==> src/rtl/sign_mag_to_twos.sv <==
// sign_mag_to_twos: bit-serial sign-magnitude to two's-complement converter; ports clk, rst_n, start, A (in) -> B, busy, done, Cout, NZ (out)
module sign_mag_to_twos #(
    parameter int WIDTH = 8
) (
    input  logic             clk,
    input  logic             rst_n,
    input  logic             start,
    input  logic [WIDTH-1:0] A,
    output logic [WIDTH-1:0] B,
    output logic             busy,
    output logic             done,
    output logic             Cout,
    output logic             NZ
);
    localparam int CW = (WIDTH > 2) ? $clog2(WIDTH - 1) : 1;
    typedef enum logic [1:0] {IDLE, CONV, DONE} state_t;
    state_t           state, state_nxt;
    logic [WIDTH-1:0] a;
    logic [WIDTH-2:0] res, res_nxt;
    logic [CW-1:0]    cnt;
    logic             carry, c_nxt, t, last;
    always_comb begin
        t         = a[cnt] ^ a[WIDTH-1];
        c_nxt     = t & carry;
        last      = cnt == CW'(WIDTH - 2);
        res_nxt   = res;
        res_nxt[cnt] = t ^ carry;
        state_nxt = state == IDLE ? (start ? CONV : IDLE) :
                    state == CONV ? (last ? DONE : CONV) : IDLE;
        busy      = state == CONV;
        done      = state == DONE;
    end
    always_ff @(posedge clk or negedge rst_n)
        if (!rst_n) state <= IDLE;
        else state <= state_nxt;
    always_ff @(posedge clk or negedge rst_n)
        if (!rst_n) begin
            a     <= '0;
            res   <= '0;
            cnt   <= '0;
            carry <= 1'b0;
            B     <= '0;
            Cout  <= 1'b0;
            NZ    <= 1'b0;
        end else if (state == IDLE && start) begin
            a     <= A;
            carry <= A[WIDTH-1];
            cnt   <= '0;
        end else if (state == CONV) begin
            res   <= res_nxt;
            carry <= c_nxt;
            cnt   <= cnt + 1'b1;
            if (last) begin
                B    <= {a[WIDTH-1] & ~c_nxt, res_nxt};
                Cout <= c_nxt;
                NZ   <= a[WIDTH-1] & c_nxt;
            end
        end
endmodule

==> config.mk <==
export PLATFORM = sky130hd
export DESIGN_NAME = sign_mag_to_twos
export DESIGN_NICKNAME = d
export VERILOG_FILES = /design/src/rtl/sign_mag_to_twos.sv
export SDC_FILE = /design/constraint.sdc
export NUM_CORES = 1
export LEC_CHECK = 0
export BUFFER_PORTS_ARGS = -buffer_cell sky130_fd_sc_hd__buf_2
export CAP_MARGIN = 0
export CELL_PAD_IN_SITES_DETAIL_PLACEMENT = 0
export CELL_PAD_IN_SITES_GLOBAL_PLACEMENT = 1
export CORE_MARGIN = 2
export CORE_UTILIZATION = 24
export CTS_BUF_LIST = sky130_fd_sc_hd__clkbuf_2 sky130_fd_sc_hd__clkbuf_4 sky130_fd_sc_hd__clkbuf_8
export CTS_CLUSTER_SIZE = 30
export DETAILED_ROUTE_END_ITERATION = 6
export GPL_ROUTABILITY_DRIVEN = 1
export PLACE_DENSITY_LB_ADDON = 0.15
export SKIP_LAST_GASP = 1
export SLEW_MARGIN = 25
export SYNTH_ARGS = -nofsm -noshare
export SYNTH_HDL_FRONTEND = slang
export SYNTH_SLANG_ARGS = --single-unit
==> constraint.sdc <==
create_clock -name clk -period 6.8 [get_ports clk]
set_clock_uncertainty 0.15 [all_clocks]
set_input_delay 0 -clock clk [delete_from_list [all_inputs] [get_ports clk]]
set_output_delay 0 -clock clk [all_outputs]
set_load 0.01 [all_outputs]
Word level (Yosys, flattened, before mapping)
Cells that the tools add are included.
Widths: inputs -> output; s select.
{ "word_totals": {"ff_bits": 31, "elab_cells": 40, "inputBits": 11, "out_inout_bits": 12} }
{ "op_classes": {"eq_ne": 3, "mux": 13, "magnitude_cmp": 2, "bitwise": 7, "addsub": 1, "n_reduce_logical": 6} }
{ "ops": {"columns": ["cell", "n"], "rows": [
  ["$bwmux 7", 1],
  ["$mux 2", 3],
  ["$mux 3", 2],
  ["$mux 1", 5],
  ["$lt 3x4->1 const B", 1],
  ["$add 3x1->3 const B", 1],
  ["$and 1x1->1", 3],
  ["$bmux 1 s3", 1],
  ["$demux 1 s3", 1],
  ["$eq 3x3->1 const B", 1],
  ["$ge 3x1->1 const B", 1],
  ["$reduce_and 3->1", 1],
  ["$eq 2x1->1 const B", 1],
  ["$eq 2x2->1 const B", 1],
  ["$logic_and 1x1->1", 2],
  ["$logic_not 2->1", 1],
  ["$not 1->1", 2],
  ["$reduce_and 2->1", 1],
  ["$reduce_bool 2->1", 1],
  ["$xor 1x1->1", 2]
]} }

Longest topological paths before layout
Gate-level depths: netlist of run 1.
{ "logic_depth": {"word_depth": 6, "depth_mapped": 9, "mapped_depth_nobuf": 7} }

Worst setup path after synthesis of run 1
Ideal clock, no wire load.
{ "synth_path": {"path_kind": "flip-flop to flip-flop", "from": "reg cnt[1]", "to": "reg res[6]", "path_slack_ns": 4.486, "n_path_buf": 2, "t_arrival_ns": 2.036, "setup_time_ns": 0.128, "path_stages_with_launch": 9, "period_less_slack_ns": 2.314, "required_time_ns": 6.522, "path_cell_list": "dfrtp_1 > buf_2 > nor2b_1 > a22o_1 > a221oi_2 > xnor2_1 > ha_1 > clkbuf_1 > mux2_1"} }
{ "synth_between": {"elab_chain_cells": 5, "word_cells_on_any_way": 10} }
{ "synth_lines": {"columns": ["item", "line_no", "rtl"], "rows": [
  ["start, declared", "20", "logic [CW-1:0] cnt;"],
  ["start signal, assigned", "52", "cnt <= cnt + 1'b1;"],
  ["$lt 3x4->1 (not written as such), or another cell as far along", "27", "res_nxt[cnt] = t ^ carry;"],
  ["$logic_and 1x1->1 (not written as such) / $mux 1 (equally long branches)", "27, 23", null],
  ["$mux 1 (not written as such) / $xor 1x1->1 (equally long branches)", "27, 23", null],
  ["$demux 1 s3 / $xor 1x1->1 (equally long branches)", "27", null],
  ["$bwmux 7 (*)", "27", null],
  ["end signal, assigned", "50", "res <= res_nxt;"],
  ["end, declared", "19", "logic [WIDTH-2:0] res, res_nxt;"]
]} }
Mark *: on every way between the ends. The rest lies on a longest branch, timed or not. The select of a mux whose other input is x is not followed.
A chain may end at the register's enable or synchronous reset.

Worst setup path after layout of run 1
{ "layout_path": {"from": "reg cnt[0]", "to": "reg res[0]"} }
The elaborated chain is that of the path after synthesis.

==> qor.csv, run 1 <==
stage,metric,value,unit
sta,Finish-stage setup viols,0,
sta,fin crit share,39.2,%
global_routing,number of global-route vias before repair,1037,
global_routing,overflow left after global routing,0,
global_routing,aggregate global-route resource usage,10.6,%
sta,highest achievable clock rate,375,MHz
global_routing,pin count of the biggest net entering global routing,32,
global_routing,initial antenna violation count,0,
sta,worst hold margin,0.166,ns
cts,depth of the CTS H-tree,2,
logic_synthesis,synthesized net count,137,
logic_synthesis,dominant combinational cell family by area after synthesis,multiplexers,
final_layout,final net count,171,
sta,setup slack after layout,4.14,ns
setup_path,Worst Setup End Kind,flip-flop,
logic_synthesis,synthesis warning total,0,
route,per-cell routed wire length,12.8,µm
pwr,power density normalized to cell area,473,nW/µm²
floorplan,Initial Utilization,24.8,%
logic_synthesis,cell count after synthesis,123,
pwr,Leak,0.000841,µW
cts,number of buffers added by the clock tree synthesis step,5,
route,total DRC errors in the routed layout,0,
cts,count of cells resized by post-cts repair,0,
run_status,run status,"complete, no violations",
pwr,net switching power,336,µW
logic_synthesis,cell type with the largest total area after synthesis,dfrtp_1,
pwr,fraction of power spent switching nets,39.1,%
placed_design,area after detailed placement,1640,µm²
setup_path,number of cell instances on the worst register-to-register path,6,
cts,clock root buffer,clkbuf_8,
placed_design,worst-case setup slack after placement,4.13,ns
final_layout,final instance area,1820,µm²
pwr,sequential fraction of design power,41.0,%
floorplan,height of the die,82.0,µm
placed_design,HPWL Detailed,2.07,mm
placed_design,placer congestion estimate,0.717,
route,Avg Vias per Cell,4.37,
sta,max-slew headroom at the worst pin,51.9,%
logic_synthesis,mux cell area share after synthesis,19.9,%
final_layout,Layout area overhead,24.4,%
logic_synthesis,cell area after technology mapping,1460,µm²
setup_path,signal arrival time at the worst endpoint,2.67,ns
sta,max-slew violation total from the final report,0,
final_layout,fraction of layout instances using a drive strength above 1,28.2,%
logic_synthesis,Compound-Gate Fraction of Synth Area,8.65,%
placed_design,count of buffers from port buffering,22,
logic_synthesis,flop and latch count out of synthesis,31,
sta,number of endpoints with negative hold slack in the final report,0,
sta,setup TNS after final layout,0,ns
logic_synthesis,share of the synthesized netlist area taken by xor and xnor gates,0.599,%
pwr,highest ir drop seen on vdd,0.000139,V
setup_path,Reg2Reg Setup Slack,4.14,ns
global_routing,first-pass GRT wire length,5.14,mm
route,Iteration-0 DRC Markers,45,
setup_path,Worst EP required,6.81,ns
job,max-cap viol count,0,
logic_synthesis,sequential share of the synthesized area,53.1,%
min_path,path category of the worst min-delay check,input pin to asynchronous set/reset pin,
setup_path,element type at the critical path start,flip-flop,
route,total detailed-routing wirelength,2.97,mm
final_layout,number of fillers in the final layout,620,
cts,clock tree from TritonCTS,built,
route,total via count after detailed routing,1010,
route,detailed-router iteration count before antenna repair,4,
floorplan,die width,82.0,µm
cts,post-CTS repair timing setup buffer count,0,
floorplan,die outline area,6730,µm²
cts,clock latency at the later pin of the worst-skew pair,0.28,ns
floorplan,row count,28,
logic_synthesis,average cell area after synthesis,11.9,µm²
logic_synthesis,Post-Synth Simple-Gate Area,12.6,%
floorplan,number of I/O pins,23,
final_layout,number of inserted diodes,0,
floorplan,Placeable Area,5890,µm²
cts,"Reg clk slew, reported paths",0.06,ns
sta,unrepaired setup endpoints after global routing,no,
sta,worst slew pin tran,0.722,ns
pwr,design internal power,524,µW
setup_path,CP Max Fanout,15,
setup_path,capture instance of the worst register-to-register path,res[0]$_DFFE_PN0P_,
sta,final critical-path required period,2.66,ns
cts,CTS Buffer Depth,2,
logic_synthesis,Yosys top cell area share,53.1,%
cts,number of clock sinks seen by CTS,31,
logic_synthesis,"share of synthesized cell area in full adder, half adder and majority cells",2.57,%
pwr,Clock Power Share,15.9,%
pwr,proportion of power drawn by combinational gates,43.1,%
route,post-route ant nets,0,
setup_path,startpoint of the worst register-to-register path,cnt[0]$_DFFE_PN0P_,
pwr,total power consumption of the routed design,860,µW
logic_synthesis,cell types occupying the most area after synthesis,"dfrtp_1 (53%), mux2_1 (8.5%), mux2_2 (6.9%)",
logic_synthesis,number of distinct library cells after synthesis,28,
setup_path,worst setup path class,flip-flop to flip-flop,
==> power by group through the flow <==
stage | sequential, µW | clock, µW | combinational, µW
after global routing | 371 | 150 | 420
after CTS | 355 | 141 | 380
final | 353 | 137 | 371
after detailed placement | 359 | 0 | 374
after floorplan | 328 | 0 | 297
after global placement | 355 | 0 | 364
==> worst max-delay path, stage by stage (launching register included) <==
cell	delay (ns)
dfrtp_1	0.68
mux2_4	0.34
a22o_1	0.24
a221oi_2	0.26
xnor2_1	0.16
ha_1	0.38
mux2_1	0.34
==> layout by cell type (no fill, tap or decap), types with 3 or more instances in the layout <==
cell           instances
dfrtp_1               31
mux2_1                11
buf_2                 22
o21ai_1                8
a22o_1                 3
nor2b_1                3
clkbuf_8               5
ha_1                   3
nand3_1                4
inv_2                  3
dlygate4sd3_1         10
nor2_1                 6
mux2_2                 9
nand2_1               14
mux2i_1                5
==> state kept, by name, indices dropped and copies added, names as in the netlist <==
signal  cells
a           8
Cout        1
state       2
res         7
cnt         3
B           8
NZ          1
carry       1
==> synthesized netlist by cell type <==
cell and number:
nand3_1 4, ha_1 3, nor2_1 6, o21ai_1 8
nor2b_1 3, clkbuf_1 1, inv_2 3, a21o_1 2
inv_1 1, nor4bb_1 1, mux2_4 1, nand3_4 1
nand2b_1 2, and2_1 1, mux2i_1 5, a221oi_2 1
xnor2_1 1, nand2_1 14, dfrtp_1 31, a31oi_1 2
mux2_1 11, nor3b_4 1, mux2_2 9, a22o_1 3
nor3_1 1, o21ai_0 2, buf_2 4, a22oi_1 1
==> how the worst max path moves through the flow <==
stage / endpoint / cells after the start / from
2_1_floorplan: res[6]$_DFFE_PN0P_ / 8 / cnt[1]$_DFFE_PN0P_
3_3_place_gp: res[6]$_DFFE_PN0P_ / 6 / cnt[0]$_DFFE_PN0P_
3_5_place_dp: res[3]$_DFFE_PN0P_ / 6 / cnt[0]$_DFFE_PN0P_
4_1_cts: res[3]$_DFFE_PN0P_ / 6 / cnt[0]$_DFFE_PN0P_
5_1_grt: B[4]$_DFFE_PN0P_ / 7 / cnt[0]$_DFFE_PN0P_
6_report: res[0]$_DFFE_PN0P_ / 6 / cnt[0]$_DFFE_PN0P_
==> cell type report <==
type	count	area [µm²]	share of cell area, %
flip-flops and latches	31	776	42.7
inverters	4	15.0	0.826
well taps	75	93.8	5.16
multi-input cells	83	647	35.6
clock buffers	6	76.3	4.20
repair buffers	32	210	11.6
==> per-layer routing <==
| metal | global-route usage [%] | wire length (µm) | vias up |
|---|---|---|---|
| met5 | 0 | 0 | - |
| met4 | 4.50 | 31 | 0 |
| met3 | 2.97 | 130 | 5 |
| met2 | 17.5 | 1370 | 23 |
| met1 | 12.8 | 1430 | 483 |
| li1 | - | - | 499 |
==> per-stage QoR <==
| stage | cells | util (%) |
|---|---|---|
| 4_1_cts | 231 | 30.9 |
| 5_1_grt | 231 | 30.9 |
| 2_1_floorplan | 123 | - |
| 3_5_place_dp | 215 | 27.9 |
| 6_report | 231 | 30.9 |
| 3_3_place_gp | 215 | 27.9 |
==> repair_timing <==
item                                    CTS  global route
hold buffers                             10             0
hold endpoints to repair                 40             0
endpoints found under the setup margin    0             0
==> kinds of logic (layout without fill, tap and decap cells) <==
logic type,after synthesis,count (layout)
compound gates,19,19
xor+xnor,1,1
fa+ha+maj,3,3
buf+inv,9,42
flops,31,31
mux,26,26
simple gates,34,34
Power figures use the tool's default switching activity.
==> run 2: changes to the inputs <==
--- a/config.mk
+++ b/config.mk
@@ -5,6 +5,7 @@
 export SDC_FILE = /design/constraint.sdc
 export NUM_CORES = 1
 export LEC_CHECK = 0
+export ABC_AREA = 1
 export BUFFER_PORTS_ARGS = -buffer_cell sky130_fd_sc_hd__buf_2
 export CAP_MARGIN = 0
 export CELL_PAD_IN_SITES_DETAIL_PLACEMENT = 0
==> constraint.sdc (replaced) <==
create_clock -name clk -period 2.4 [get_ports clk]
set_clock_uncertainty 0.15 [all_clocks]
set_input_delay 0 -clock clk [delete_from_list [all_inputs] [get_ports clk]]
set_output_delay 0 -clock clk [all_outputs]
set_load 0.01 [all_outputs]
==> qor.csv, run 2 <==
stage,metric,value,unit
logic_synthesis,cell count after synthesis,177,
logic_synthesis,"Primary FF master, synth",dfrtp_1,
route,total via count after detailed routing,1212,
setup_path,worst setup path class,flip-flop to flip-flop,
logic_synthesis,synthesis warning total,0,
logic_synthesis,flop and latch count out of synthesis,31,
logic_synthesis,cell types occupying the most area after synthesis,"dfrtp_1 (54%), nand2_1 (21%), o21ai_1 (4.9%)",
route,Avg Vias per Cell,4.21,
setup_path,Worst EP required,2.41,ns
logic_synthesis,Synth async-reset ratio,100,%
floorplan,height of the die,81.6,µm
cts,"Reg clk slew, reported paths",0.07,ns
floorplan,Placeable Area,5850,µm²
placed_design,area after detailed placement,1610,µm²
sta,final critical-path required period,2.22,ns
sta,max-slew headroom at the worst pin,52.5,%
setup_path,startpoint of the worst register-to-register path,cnt[0]$_DFFE_PN0P_,
floorplan,Initial Utilization,24.7,%
setup_path,standard cell with the maximum stage delay on the critical path,dlygate4sd3_1,
floorplan,die width,81.6,µm
setup_path,"Cell Chain, Critical Path",inv_4 -> nand2_1 -> nand2_1 -> nand2_1 -> nand2_1 -> nand2_1 -> nand3_1 -> nand2_1 -> ha_1 -> nand2_1 -> nand3_1 -> dlygate4sd3_1,
global_routing,number of global-route vias before repair,1148,
sta,highest achievable clock rate,449,MHz
setup_path,signal arrival time at the worst endpoint,2.24,ns
logic_synthesis,commonest cells in the synthesized netlist,"nand2_1 (81), dfrtp_1 (31), o21ai_1 (14)",
cts,number of clock sinks seen by CTS,31,
pwr,Leak,0.000941,µW
logic_synthesis,library cell with the highest instance count after synthesis,nand2_1,
setup_path,kind of cell adding the most delay to the critical path,buffers and inverters,
setup_path,most frequent cell on the critical path,nand2_1,
cts,CTS Buffer Depth,2,
setup_path,capture instance of the worst register-to-register path,carry$_DFFE_PN0P_,
logic_synthesis,Yosys top cell area share,53.7,%
sta,worst slew pin tran,0.713,ns
setup_path,number of cell instances on the worst register-to-register path,12,
sta,setup slack after layout,0.175,ns
sta,setup TNS after final layout,0,ns
placed_design,worst-case setup slack after placement,0.268,ns
logic_synthesis,average cell area after synthesis,8.16,µm²
sta,number of endpoints with negative hold slack in the final report,0,
route,Iteration-0 DRC Markers,45,
global_routing,aggregate global-route resource usage,10.8,%
floorplan,number of I/O pins,23,
cts,clock root buffer,clkbuf_8,
run_status,run status,"complete, no violations",
route,per-cell routed wire length,10.7,µm
setup_path,CP Max Fanout,11,
cts,depth of the CTS H-tree,2,
placed_design,count of buffers from port buffering,22,
final_layout,final net count,226,
pwr,power density normalized to cell area,1310,nW/µm²
route,total detailed-routing wirelength,3.07,mm
final_layout,Layout area overhead,25.6,%
sta,fin crit share,92.7,%
cts,clock tree from TritonCTS,built,
route,detailed-router iteration count before antenna repair,4,
job,max-cap viol count,0,
final_layout,largest registers ranked by flip-flop count,"B x8, a x8, res x7",
logic_synthesis,cell area after technology mapping,1440,µm²
final_layout,final instance area,1810,µm²
cts,number of buffers added by the clock tree synthesis step,5,
final_layout,fraction of layout instances using a drive strength above 1,18.8,%
cts,clock latency at the later pin of the worst-skew pair,0.28,ns
route,total DRC errors in the routed layout,0,
setup_path,element type at the critical path start,flip-flop,
logic_synthesis,number of distinct library cells after synthesis,19,
sta,max-slew violation total from the final report,0,
sta,unrepaired setup endpoints after global routing,no,
final_layout,"most common cell after layout, fill and taps aside",nand2_1,
setup_path,"Buf+Inv Stages, Crit Path",2,
setup_path,"Largest stage delay, worst path",0.55,ns
logic_synthesis,sequential share of the synthesized area,53.7,%
floorplan,row count,28,
global_routing,pin count of the biggest net entering global routing,32,
setup_path,Reg2Reg Setup Slack,0.18,ns
final_layout,number of inserted diodes,0,
cts,post-CTS repair timing setup buffer count,0,
global_routing,initial antenna violation count,0,
global_routing,overflow left after global routing,0,
min_path,path category of the worst min-delay check,input pin to asynchronous set/reset pin,
logic_synthesis,cell type with the largest total area after synthesis,dfrtp_1,
logic_synthesis,synthesized net count,191,
setup_path,Worst Setup End Kind,flip-flop,
logic_synthesis,count of flip-flops with a built-in enable after synthesis,0,
placed_design,HPWL Detailed,2.20,mm
sta,Finish-stage setup viols,0,
pwr,highest ir drop seen on vdd,0.000328,V
final_layout,highest-count cells in the layout ignoring fill and taps,"nand2_1 (81), dfrtp_1 (30), buf_2 (22), o21ai_1 (14), inv_1 (12)",
floorplan,die outline area,6650,µm²
placed_design,placer congestion estimate,0.748,
global_routing,first-pass GRT wire length,5.42,mm
route,post-route ant nets,0,
-- run 2: metrics by stage --
step / power (µW) / utilization, % / hold slack (ns) / instances
2_1_floorplan: 1680 / - / -0.446 / 177
3_3_place_gp: 1950 / 27.5 / -0.0592 / 269
3_5_place_dp: 1960 / 27.5 / -0.0466 / 269
4_1_cts: 2410 / 30.9 / 0.189 / 288
5_1_grt: 2650 / 31.0 / 0.220 / 288
6_report: 2370 / 31.0 / 0.157 / 288
-- run 2: worst reg2reg max path: stages (launching register included) --
cell	delay (ns)
dfrtp_2	0.48
inv_4	0.14
nand2_1	0.06
nand2_1	0.06
nand2_1	0.04
nand2_1	0.07
nand2_1	0.06
nand3_1	0.09
nand2_1	0.06
ha_1	0.22
nand2_1	0.08
nand3_1	0.07
dlygate4sd3_1	0.55
-- run 2: metal layers --
layer	global-route usage (%)	part of all wire, %	up-vias	wire length, µm
met2	16.8	46	22	1400
li1	-	-	624	-
met1	13.7	49	559	1500
met4	4.58	1.7	0	51
met5	0	0	-	0
met3	3.63	4.0	7	124
-- run 2: logic make-up after synthesis --
kind of cell | Yosys count | share of synthesized area [%]
compound gates | 27 | 9.71
fa+ha+maj | 3 | 2.60
xor+xnor | 1 | 0.607
buf+inv | 21 | 7.19
simple gates | 94 | 26.2
flops | 31 | 53.7
-- run 2: worst max path at each step --
stage / slack, ns / start / to / cells past startpoint
2_1_floorplan: 0.47 / cnt[0]$_DFFE_PN0P_ / res[3]$_DFFE_PN0P_ / 13
3_3_place_gp: 0.31 / cnt[0]$_DFFE_PN0P_ / res[3]$_DFFE_PN0P_ / 11
3_5_place_dp: 0.27 / cnt[0]$_DFFE_PN0P_ / res[3]$_DFFE_PN0P_ / 11
4_1_cts: 0.09 / cnt[0]$_DFFE_PN0P_ / carry$_DFFE_PN0P_ / 13
5_1_grt: 0.03 / cnt[1]$_DFFE_PN0P_ / carry$_DFFE_PN0P_ / 11
6_report: 0.18 / cnt[0]$_DFFE_PN0P_ / carry$_DFFE_PN0P_ / 12
-- run 2: area by class of cell --
type | instances | area, µm²
Clock inverter | 1 | 5.00
Tap cell | 75 | 93.8
Fill cell | 635 | 4040
Timing Repair Buffer | 34 | 228
Inverter | 15 | 61.3
Multi-Input combinational cell | 125 | 564
Clock buffer | 7 | 83.8
Sequential cell | 31 | 777
-- run 2: power breakdown --
part,internal [µW],leakage (µW),switching (µW)
registers,772,0.000384,181
clock network,226,0.0000491,189
logic,386,0.000508,614
total,1380,0.000941,984
-- run 2: timing repair --
action                                 4_1_cts  5_1_grt
hold buffers                                11        0
endpoints found under the hold margin       42        0
gates resized for setup                      0        2
setup endpoints to repair                    0        1
==> run 3: changes to the inputs <==
--- a/config.mk
+++ b/config.mk
@@ -6,7 +6,6 @@
 export NUM_CORES = 1
 export LEC_CHECK = 0
 export ABC_AREA = 1
-export BUFFER_PORTS_ARGS = -buffer_cell sky130_fd_sc_hd__buf_2
 export CAP_MARGIN = 0
 export CELL_PAD_IN_SITES_DETAIL_PLACEMENT = 0
 export CELL_PAD_IN_SITES_GLOBAL_PLACEMENT = 1
@@ -15,6 +14,7 @@
 export CTS_BUF_LIST = sky130_fd_sc_hd__clkbuf_2 sky130_fd_sc_hd__clkbuf_4 sky130_fd_sc_hd__clkbuf_8
 export CTS_CLUSTER_SIZE = 30
 export DETAILED_ROUTE_END_ITERATION = 6
+export DONT_BUFFER_PORTS = 1
 export GPL_ROUTABILITY_DRIVEN = 1
 export PLACE_DENSITY_LB_ADDON = 0.15
 export SKIP_LAST_GASP = 1
==> qor.csv, run 3 (synthesis gave the netlist of run 2 again) <==
stage,metric,value,unit
run_status,run status,"complete, no violations",
pwr,highest ir drop seen on vdd,0.000354,V
route,total DRC errors in the routed layout,0,
setup_path,startpoint of the worst register-to-register path,state[1]$_DFF_PN0_,
pwr,Leak,0.000870,µW
cts,number of clock sinks seen by CTS,31,
sta,worst slew pin tran,0.327,ns
global_routing,aggregate global-route resource usage,11.0,%
placed_design,placer congestion estimate,0.775,
cts,CTS Buffer Depth,2,
route,top routing layer in use,met4,
cts,clock root buffer,clkbuf_8,
setup_path,number of cell instances on the worst register-to-register path,7,
sta,max-slew headroom at the worst pin,78.2,%
route,post-route ant nets,0,
global_routing,pin count of the biggest net entering global routing,32,
global_routing,overflow left after global routing,0,
final_layout,fraction of layout instances using a drive strength above 1,9.05,%
floorplan,Placeable Area,5850,µm²
route,Iteration-0 DRC Markers,60,
global_routing,initial antenna violation count,0,
sta,max-slew violation total from the final report,0,
setup_path,worst setup path class,flip-flop to flip-flop,
floorplan,Initial Utilization,24.7,%
cts,depth of the CTS H-tree,2,
cts,number of buffers added by the clock tree synthesis step,5,
route,detailed-router iteration count before antenna repair,6,
floorplan,row count,28,
setup_path,Worst EP required,2.47,ns
final_layout,number of inserted diodes,0,
pwr,power density normalized to cell area,1290,nW/µm²
sta,Finish-stage setup viols,0,
route,total via count after detailed routing,1145,
sta,fin crit share,94.4,%
route,total detailed-routing wirelength,3.13,mm
floorplan,height of the die,81.6,µm
route,routed length on met1,1.45,mm
setup_path,Reg2Reg Setup Slack,0.13,ns
floorplan,die outline area,6650,µm²
final_layout,utilization after layout,30.9,%
route,detailed route wirelength on metal2,1.48,mm
job,max-cap viol count,0,
setup_path,capture instance of the worst register-to-register path,carry$_DFFE_PN0P_,
placed_design,count of buffers from port buffering,0,
sta,number of endpoints with negative hold slack in the final report,0,
final_layout,Layout area overhead,25.1,%
cts,clock tree from TritonCTS,built,
final_layout,final net count,213,
global_routing,first-pass GRT wire length,5.38,mm
setup_path,Worst Setup End Kind,flip-flop,
setup_path,element type at the critical path start,flip-flop,
route,Avg Vias per Cell,4.18,
global_routing,number of global-route vias before repair,1157,
setup_path,signal arrival time at the worst endpoint,2.34,ns
cts,"Reg clk slew, reported paths",0.06,ns
final_layout,highest-count cells in the layout ignoring fill and taps,"nand2_1 (81), dfrtp_1 (30), dlygate4sd3_1 (19), o21ai_1 (14), inv_1 (12)",
cts,post-CTS repair timing setup buffer count,0,
sta,setup TNS after final layout,0,ns
route,routed wl met3,149,µm
sta,highest achievable clock rate,441,MHz
min_path,path category of the worst min-delay check,input pin to asynchronous set/reset pin,
sta,final critical-path required period,2.27,ns
floorplan,die width,81.6,µm
final_layout,"most common cell after layout, fill and taps aside",nand2_1,
cts,clock latency at the later pin of the worst-skew pair,0.28,ns
floorplan,number of I/O pins,23,
final_layout,largest registers ranked by flip-flop count,"B x8, a x8, res x7",
sta,unrepaired setup endpoints after global routing,no,
setup_path,CP Max Fanout,10,
placed_design,HPWL Detailed,2.27,mm
route,per-cell routed wire length,11.4,µm
## run 3: worst max-delay path by stage
stage / slack (ns) / startpoint / cells past startpoint / end
final: 0.13 / state[1]$_DFF_PN0_ / 7 / carry$_DFFE_PN0P_
after global routing: 0.02 / cnt[0]$_DFFE_PN0P_ / 12 / carry$_DFFE_PN0P_
after CTS: 0.05 / state[1]$_DFF_PN0_ / 7 / carry$_DFFE_PN0P_
after detailed placement: 0.29 / cnt[0]$_DFFE_PN0P_ / 12 / res[3]$_DFFE_PN0P_
after global placement: 0.30 / cnt[0]$_DFFE_PN0P_ / 11 / res[3]$_DFFE_PN0P_
after floorplan: 0.47 / cnt[0]$_DFFE_PN0P_ / 13 / res[3]$_DFFE_PN0P_
## run 3: per-layer routing
layer | vias to the layer above | global-route usage (%)
met4 | 0 | 5.59
met1 | 516 | 12.7
li1 | 598 | -
met2 | 24 | 18.1
met5 | - | 0
met3 | 7 | 3.85
## run 3: worst max-delay path, stage by stage, from the launching register on
cell and delay [ns]:
dfrtp_1 0.36, inv_1 0.08, nand2_1 0.13, nor2_4 0.22, nand2_1 0.09, dlygate4sd3_1 0.58, nand3_1 0.07, dlygate4sd3_1 0.53
## run 3: layout make-up
cell class                 instances  area, µm²
fill                             620       4040
sequential                        31        777
multi-input combinational        125        569
timing repair buffer              21        218
tap                               75       93.8
clock buffer                       6       82.6
inverter                          15       61.3
clock inverter                     1       5.00
## run 3: stage by stage
step	hold WS, ns	cell area (µm²)	power, µW	cells	setup slack [ns]
floorplan	-0.446	1440	1680	177	0.465
global placement	-0.445	1500	1850	247	0.300
detailed placement	-0.445	1500	1870	247	0.290
CTS	0.0181	1800	2360	274	0.0465
global route	0.0253	1810	2570	274	0.0162
finish	0.0177	1810	2320	274	0.134
## run 3: repair_timing
item / in CTS / in global routing
endpoints found under the setup margin: 0 / 1
gates resized for setup: 0 / 3
hold buffers: 20 / 0
hold endpoints to repair: 43 / 0
## run 3: report_power, final
| part | total [µW] | switching [µW] | internal [µW] |
|---|---|---|---|
| Combinational | 898 | 549 | 349 |
| Clock | 412 | 187 | 225 |
| Sequential | 1010 | 242 | 773 |
